File: config.mk
export PLATFORM = sky130hd
export DESIGN_NAME = exec_ctrl
export DESIGN_NICKNAME = d
export VERILOG_FILES = /design/src/rtl/exec_ctrl.sv
export SDC_FILE = /design/constraint.sdc
export NUM_CORES = 1
export LEC_CHECK = 0
export ABC_CLOCK_PERIOD_IN_PS = 1900
export BUFFER_PORTS_ARGS = -buffer_cell sky130_fd_sc_hd__buf_2
export CORE_MARGIN = 4
export CORE_UTILIZATION = 48
export CTS_CLUSTER_SIZE = 16
export DETAILED_ROUTE_END_ITERATION = 10
export PLACE_DENSITY = 0.81
export SYNTH_ARGS = -nofsm -noshare
export SYNTH_HDL_FRONTEND = slang
export SYNTH_SLANG_ARGS = --single-unit
File: constraint.sdc
create_clock -name clk -period 1.9 [get_ports clk]
set_input_delay 0.38 -clock clk [delete_from_list [all_inputs] [get_ports clk]]
set_output_delay 0.38 -clock clk [all_outputs]
set_load 0.02 [all_outputs]
File: src/rtl/exec_ctrl.sv
// exec_ctrl: multi-cycle execute controller for a simple RV core.
// Sequences fetch, decode, memory access and writeback with a response watchdog.
module exec_ctrl #(
  parameter int unsigned TIMEOUT = 255
) (
  input  logic        clk,
  input  logic        rst_n,
  output logic        imem_req_valid,
  input  logic        imem_req_ready,
  input  logic        imem_resp_valid,
  input  logic [31:0] imem_resp_data,
  input  logic        imem_resp_err,
  output logic        dmem_req_valid,
  output logic        dmem_req_wen,
  input  logic        dmem_req_ready,
  input  logic        dmem_resp_valid,
  input  logic        dmem_resp_err,
  output logic [31:0] inst_q,
  output logic        inst_valid,
  input  logic        dec_wen,
  input  logic        dec_mem_valid,
  input  logic        dec_mem_wen,
  input  logic        dec_is_ecall,
  input  logic        dec_is_ebreak,
  input  logic        dec_illegal,
  output logic        rf_we,
  output logic        pc_we,
  output logic        halt,
  output logic        trap,
  output logic [2:0]  trap_cause,
  output logic [31:0] cycle_cnt,
  output logic [31:0] instret_cnt
);

  typedef enum logic [3:0] {
    FETCH_REQ,
    FETCH_WAIT,
    DECODE,
    EXEC,
    MEM_REQ,
    MEM_WAIT,
    WB,
    HALT,
    TRAP
  } state_t;

  typedef struct packed {
    logic wen;
    logic mem;
    logic mwen;
  } flags_t;

  localparam logic [7:0] TO_LAST = 8'(TIMEOUT - 1);

  localparam logic [2:0] C_ILL   = 3'd0;
  localparam logic [2:0] C_ECALL = 3'd1;
  localparam logic [2:0] C_IERR  = 3'd2;
  localparam logic [2:0] C_DERR  = 3'd3;
  localparam logic [2:0] C_TMO   = 3'd4;

  state_t      state_q, state_d;
  flags_t      flags_q, flags_d;
  logic [7:0]  wcnt_q, wcnt_d;
  logic [2:0]  cause_q, cause_d;
  logic [31:0] inst_d;
  logic [31:0] cyc_q, cyc_d;
  logic [31:0] ret_q, ret_d;
  logic        run_q;

  // run_q holds off the first request until one edge after reset release
  always_ff @(posedge clk or negedge rst_n) begin
    if (!rst_n) begin
      state_q <= FETCH_REQ;
      flags_q <= '0;
      wcnt_q  <= '0;
      cause_q <= '0;
      inst_q  <= '0;
      cyc_q   <= '0;
      ret_q   <= '0;
      run_q   <= 1'b0;
    end else begin
      state_q <= state_d;
      flags_q <= flags_d;
      wcnt_q  <= wcnt_d;
      cause_q <= cause_d;
      inst_q  <= inst_d;
      cyc_q   <= cyc_d;
      ret_q   <= ret_d;
      run_q   <= 1'b1;
    end
  end

  always_comb begin
    state_d        = state_q;
    flags_d        = flags_q;
    wcnt_d         = wcnt_q;
    cause_d        = cause_q;
    inst_d         = inst_q;
    ret_d          = ret_q;
    imem_req_valid = 1'b0;
    dmem_req_valid = 1'b0;
    dmem_req_wen   = 1'b0;
    inst_valid     = 1'b0;
    rf_we          = 1'b0;
    pc_we          = 1'b0;
    case (state_q)
      FETCH_REQ: begin
        if (run_q) begin
          imem_req_valid = 1'b1;
          if (imem_req_ready) begin
            state_d = FETCH_WAIT;
            wcnt_d  = '0;
          end
        end
      end
      FETCH_WAIT: begin
        wcnt_d = wcnt_q + 8'd1;
        if (imem_resp_valid) begin
          if (imem_resp_err) begin
            state_d = TRAP;
            cause_d = C_IERR;
          end else begin
            inst_d  = imem_resp_data;
            state_d = DECODE;
          end
        end else if (wcnt_q == TO_LAST) begin
          state_d = TRAP;
          cause_d = C_TMO;
        end
      end
      DECODE: begin
        inst_valid   = 1'b1;
        flags_d.wen  = dec_wen;
        flags_d.mem  = dec_mem_valid;
        flags_d.mwen = dec_mem_wen;
        if (dec_illegal) begin
          state_d = TRAP;
          cause_d = C_ILL;
        end else if (dec_is_ecall) begin
          state_d = TRAP;
          cause_d = C_ECALL;
        end else if (dec_is_ebreak) begin
          state_d = HALT;
        end else begin
          state_d = EXEC;
        end
      end
      EXEC: begin
        state_d = flags_q.mem ? MEM_REQ : WB;
      end
      MEM_REQ: begin
        dmem_req_valid = 1'b1;
        dmem_req_wen   = flags_q.mwen;
        if (dmem_req_ready) begin
          state_d = MEM_WAIT;
          wcnt_d  = '0;
        end
      end
      MEM_WAIT: begin
        wcnt_d = wcnt_q + 8'd1;
        if (dmem_resp_valid) begin
          if (dmem_resp_err) begin
            state_d = TRAP;
            cause_d = C_DERR;
          end else begin
            state_d = WB;
          end
        end else if (wcnt_q == TO_LAST) begin
          state_d = TRAP;
          cause_d = C_TMO;
        end
      end
      WB: begin
        pc_we   = 1'b1;
        rf_we   = flags_q.wen;
        ret_d   = ret_q + 32'd1;
        state_d = FETCH_REQ;
      end
      HALT: state_d = HALT;
      TRAP: state_d = TRAP;
      default: state_d = FETCH_REQ;
    endcase
  end

  assign halt = (state_q == HALT);
  assign trap = (state_q == TRAP);
  assign trap_cause = trap ? cause_q : 3'd0;

  always_comb begin
    cyc_d = cyc_q;
    if (run_q && !halt && !trap) begin
      cyc_d = cyc_q + 32'd1;
    end
  end

  assign cycle_cnt   = cyc_q;
  assign instret_cnt = ret_q;

endmodule

==> results.json, run 1 <==
{
  "firstDrtPassIters": 5,
  "wire_per_inst_um": 20.0,
  "crit_chain": "buf_6, buf_6, nor4b_4, buf_4, nand4b_1, buf_6, nor3_4, xor2_1",
  "fin_util_pct": 75.0,
  "layout_common_cells": "buf_2, dfrtp_1, buf_4",
  "p_per_area_nw_per_um2": 1300,
  "core_um2": 11500,
  "grt_pass1_vias": 4858,
  "hp-class": "in2reg",
  "arrival_ns": 2.50,
  "yosysTopAreaCell": "dfrtp_1",
  "dp_cells": 820,
  "worst_pin_slew_ns": 0.658,
  "seq_area_frac_synth_pct": 51.1,
  "rows": 39,
  "drv_slew": 0,
  "setup_viol": 76,
  "grt.total_usage_pct": 22.4,
  "grt_max_degree": 47,
  "finish.instance_area_um2": 8600,
  "dieArea_um2": 13500,
  "cap_violations": 0,
  "min_period_over_period_pct": 116,
  "via_count": 5133,
  "cp_top_family": "buffers and inverters",
  "end_kind": "flip-flop",
  "start_util_pct": 49.1,
  "die_y_um": 116,
  "synth_nets": 549,
  "routed-wl-met2_um": 9020,
  "drcViolationCount": 0,
  "antenna_found_initial": 1,
  "synth_cell_types": 62,
  "violations": "negative setup slack",
  "clock_skew_ns": 0.0109,
  "ys_warn_count": 0,
  "cp_slowest_stage_delay_ns": 0.42,
  "io_buffers": 152,
  "root_buffer": "clkbuf_16",
  "drt_iter0_markers": 441,
  "yosysTopAreaCellShare_pct": 51.1,
  "synth_top_flop_cell": "dfrtp_1",
  "wirelength_um": 17900,
  "htree_levels": 4,
  "overflow": 0,
  "hpwl_um": 10200,
  "clk-insertion-delay-late_ns": 0.42,
  "wl_met3_um": 1340,
  "p_leak_nw": 4.51,
  "layout_commonest_cell": "buf_2",
  "relSlewSlack_pct": 56.1,
  "syn_inst": 499,
  "ys_ff_latch": 115,
  "synth_edf_count": 0,
  "drt-met1-wl_um": 7000,
  "grt_pass1_wl_um": 23600,
  "final_antenna_net_count": 0,
  "cts_buffer_depth": 2,
  "critPathRequiredTime_ns": 2.19,
  "place_ws_ns": -0.113,
  "fin_crit_ns": 2.21,
  "crit_buf_inv": 4,
  "fmax_ghz": 0.453,
  "async_flop_share_pct": 100,
  "cpMaxStageDelayCell": "dfrtp_1",
  "rsz0062_at_grt": "true",
  "die_w_um": 116,
  "status": "complete, but fails checks",
  "crit_type": "reg2reg",
  "path_common_cell": "buf_6",
  "layout.nets": 789,
  "cts_tree": "done",
  "avgViaCountPerCell": 5.73,
  "syn2layout_area_growth_pct": 52.8,
  "hold_viol_final": 0,
  "power_mw": 11.1,
  "syn-mean-instance-area_um2": 11.3,
  "clk_pin_slew_ns": 0.06,
  "numCtsBuffers": 17,
  "setup_slack_ns": -0.308,
  "synth_area_leaders": "dfrtp_1, mux2_4, xor2_1",
  "gp_congestion": 0.892,
  "worst_setup_path_start_kind": "flip-flop",
  "top_layer": "met4",
  "ios": 153,
  "worst-path-max-fanout": 7,
  "syn_area_um2": 5630,
  "peakVddDrop_mv": 1.21,
  "cts.sinks": 115,
  "drive_gt1_share_pct": 52.3,
  "final_cells": 896,
  "placed_cell_area_um2": 6870
}
==> logic make-up (layout without fill, tap and decap cells) <==
kind of cell,Yosys count,count (layout),share of synthesized area (%)
compound gates,40,40,5.51
xor+xnor,63,63,9.80
fa+ha+maj,4,4,0.889
buf+inv,40,293,3.27
flops,115,115,51.1
mux,36,36,9.20
other cells,1,2,0.0666
simple gates,200,200,20.1
==> worst paths after layout <==
kind | start | endpoint | slack (ns) | cells after the start
max | state_q[3] | cycle_cnt[5] | -0.31 | 8
min | dec_mem_valid | flags_q[1] | 0.17 | 3
max reg2reg | state_q[3] | cycle_cnt[5] | -0.31 | 8
min reg2reg | instret_cnt[31] | instret_cnt[31] | 0.46 | 1
max in group asynchronous | rst_n | inst_q[14] | 0.85 | 3
min in group asynchronous | rst_n | cycle_cnt[15] | 0.45 | 2
==> final cells by class <==
cell class,count,area (µm²)
Antenna cell,1,2.50
Clock buffer,22,474
Clock inverter,10,108
Fill cell,666,2870
Inverter,21,86.3
Multi-Input combinational cell,344,3170
Sequential cell,115,2890
Tap cell,143,179
Timing Repair Buffer,240,1690
==> worst min-delay path, stage by stage <==
cell and delay, ns:
buf_2 0.07, nand2_1 0.04, o21ai_0 0.06
==> flip-flops by register name, indices dropped and copies added (netlist names) <==
register / cells
cause_q: 3
cycle_cnt: 32
flags_q: 3
inst_q: 32
instret_cnt: 32
run_q: 1
state_q: 4
wcnt_q: 8
==> metal layers <==
layer | global-route usage, % | up-vias
li1 | - | 2275
met1 | 26.3 | 2537
met2 | 38.4 | 267
met3 | 6.89 | 54
met4 | 8.58 | 0
met5 | 0 | -
==> stage by stage <==
step	setup TNS [ns]	hold slack (ns)
global placement	-1.97	0.343
detailed placement	-3.39	0.350
floorplan	-0.0776	0.0844
finish	-5.45	0.174
global route	-11.07	0.177
CTS	-0.814	0.172
==> power breakdown <==
part | switching [mW] | total, mW | leakage (nW) | internal, mW
combinational | 2.35 | 4.52 | 2.72 | 2.16
clock | 1.16 | 3.18 | 0.282 | 2.02
sequential | 0.435 | 3.44 | 1.50 | 3.01
total | 3.95 | 11.1 | 4.51 | 7.19
==> Yosys cell counts, types with 3 or more instances <==
cell	number
o41ai_1	3
and4_1	8
dfrtp_1	115
a21oi_1	4
nor4_1	14
xor2_1	36
nand4_1	17
clkbuf_1	7
o21ai_0	7
nand2b_1	8
and3_1	5
nand3_1	23
buf_6	3
xnor2_1	27
inv_1	18
or3_1	4
mux2_4	30
nor3_1	31
and2_1	10
nand2_1	40
mux2_2	6
buf_2	6
nor2_1	18
or4_1	5
ha_1	4
==> repair_timing <==
item	in CTS	in global routing
resized for setup	55	113
setup endpoints to repair	47	87
hold buffers	1	0
pin swaps	10	56
hold endpoints to repair	29	0
buffers inserted	16	22
cloned	1	4
Note: power is estimated with default switching activity, not from simulation.
==> run 2, diff against run 1 <==
Settings changed: ABC_CLOCK_PERIOD_IN_PS 1900 to 1850, CTS_BUF_LIST set to sky130_fd_sc_hd__clkbuf_4 sky130_fd_sc_hd__clkbuf_8 sky130_fd_sc_hd__clkbuf_16, CTS_CLUSTER_DIAMETER set to 100.
Clock period 1.9 ns to 1.85 ns, I/O delays scaled along.
==> run 2 against run 1 <==
Net effect: the run ends with negative hold slack, negative setup slack left; clock skew decreased by 0.0013 ns; combinational power increased by 5.8%; global-route usage increased by 0.91 points; die area unchanged; critical path type is now reg2out.
==> results.json, run 2 (synthesized netlist as in run 1, its figures left out) <==
{
  "cp_slowest_stage_delay_ns": 0.45,
  "wirelength_um": 17600,
  "min_period_over_period_pct": 110,
  "critPathRequiredTime_ns": 1.48,
  "setup_viol": 55,
  "cts_tree": "done",
  "p_seq_share_pct": 29.9,
  "pwr-share-clk_pct": 29.8,
  "grt_max_degree": 116,
  "finish.instance_area_um2": 8570,
  "drv_slew": 0,
  "hpwl_um": 10200,
  "tns_ns": -5.41,
  "p_per_area_nw_per_um2": 1390,
  "crit_buf_inv": 2,
  "peakVddDrop_mv": 1.13,
  "die_y_um": 116,
  "die_w_um": 116,
  "cts.sinks": 115,
  "placed_cell_area_um2": 6940,
  "violations": "negative hold slack, negative setup slack",
  "final_antenna_net_count": 0,
  "start_util_pct": 49.1,
  "worst_setup_path_start_kind": "flip-flop",
  "place_ws_ns": -0.100,
  "worst-path-max-fanout": 6,
  "antenna_found_initial": 0,
  "drive_gt1_share_pct": 53.7,
  "end_kind": "output pin",
  "grt_pass1_vias": 4860,
  "p_switching_mw": 4.05,
  "rrSetupSlack_ns": -0.13,
  "crit_chain": "nor4b_4, buf_4, and2_4, buf_6",
  "grt_pass1_wl_um": 24500,
  "via_count": 5167,
  "hold_ws_ns": -0.0117,
  "core_um2": 11500,
  "swShare_pct": 34.1,
  "cpMaxStageDelayCell": "dfrtp_2",
  "rsz0062_at_grt": "true",
  "p_leak_nw": 4.30,
  "rows": 39,
  "clk-insertion-delay-late_ns": 0.41,
  "root_buffer": "clkbuf_16",
  "internal_power_mw": 7.83,
  "hold_viol_final": 6,
  "power_mw": 11.9,
  "worst_pin_slew_ns": 0.661,
  "firstDrtPassIters": 5,
  "wire_per_inst_um": 19.5,
  "p_comb_share_pct": 40.2,
  "fin_util_pct": 74.7,
  "dieArea_um2": 13500,
  "relSlewSlack_pct": 55.9,
  "final_cells": 901,
  "drcViolationCount": 0,
  "syn2layout_area_growth_pct": 52.2,
  "hp-class": "in2async",
  "layout.nets": 795,
  "antenna_cells": 0,
  "fin_crit_ns": 2.03,
  "clk_pin_slew_ns": 0.06,
  "drt_iter0_markers": 386,
  "layout_common_cells": "buf_2, dfrtp_1, buf_4",
  "status": "complete, but fails checks",
  "crit_type": "reg2out",
  "cap_violations": 0,
  "ios": 153,
  "ctsHoldBuffers": 0,
  "overflow": 0,
  "io_buffers": 152,
  "numCtsBuffers": 17,
  "clock_skew_ns": 0.00957,
  "gp_congestion": 0.872,
  "setup_slack_ns": -0.177,
  "grt.total_usage_pct": 23.3,
  "cts_buffer_depth": 2,
  "htree_levels": 4,
  "avgViaCountPerCell": 5.73,
  "arrival_ns": 1.66,
  "fmax_ghz": 0.493,
  "cp_top_family": "simple AND/OR/NAND/NOR gates",
  "layout_commonest_cell": "buf_2",
  "dp_cells": 831
}
-- run 2: what timing repair did --
item | CTS | global route
gates resized for setup | 64 | 78
pin swaps | 18 | 20
setup endpoints to repair | 52 | 78
setup buffers | 23 | 13
cloned | 1 | 3
-- run 2: final timing paths --
check	from	endpoint	cells after the start
setup / recovery	state_q[2]	trap_cause[2]	4
hold / removal	rst_n	cycle_cnt[4]	2
setup reg to reg	state_q[0]	inst_q[14]	6
hold reg to reg	instret_cnt[31]	instret_cnt[31]	1
max in group asynchronous	rst_n	cycle_cnt[1]	2
min in group clk	dec_mem_valid	flags_q[1]	3
-- run 2: power groups by stage --
stage	Clock, mW	Sequential, mW	Combinational, mW
final	3.55	3.56	4.78
after global routing	3.68	3.62	5.06
after floorplan	0	4.03	1.74
after CTS	3.55	3.52	4.08
after detailed placement	0	3.55	3.39
after global placement	0	3.51	3.32
-- run 2: cell type report --
class	count	area [µm²]
Clock buffer	20	467
Multi-Input combinational cell	344	3060
Clock inverter	12	179
Tap cell	143	179
Fill cell	665	2900
Timing Repair Buffer	246	1700
Sequential cell	115	2900
Inverter	21	82.6
-- run 2: layer usage --
metal / vias to the layer above / GRT usage (%) / share of wire [%] / wire length (µm)
met3: 57 / 5.49 / 7.4 / 1300
met1: 2550 / 29.3 / 40 / 6940
li1: 2285 / - / - / -
met2: 275 / 38.3 / 50 / 8740
met4: 0 / 10.3 / 3.3 / 587
met5: - / 0 / 0 / 0
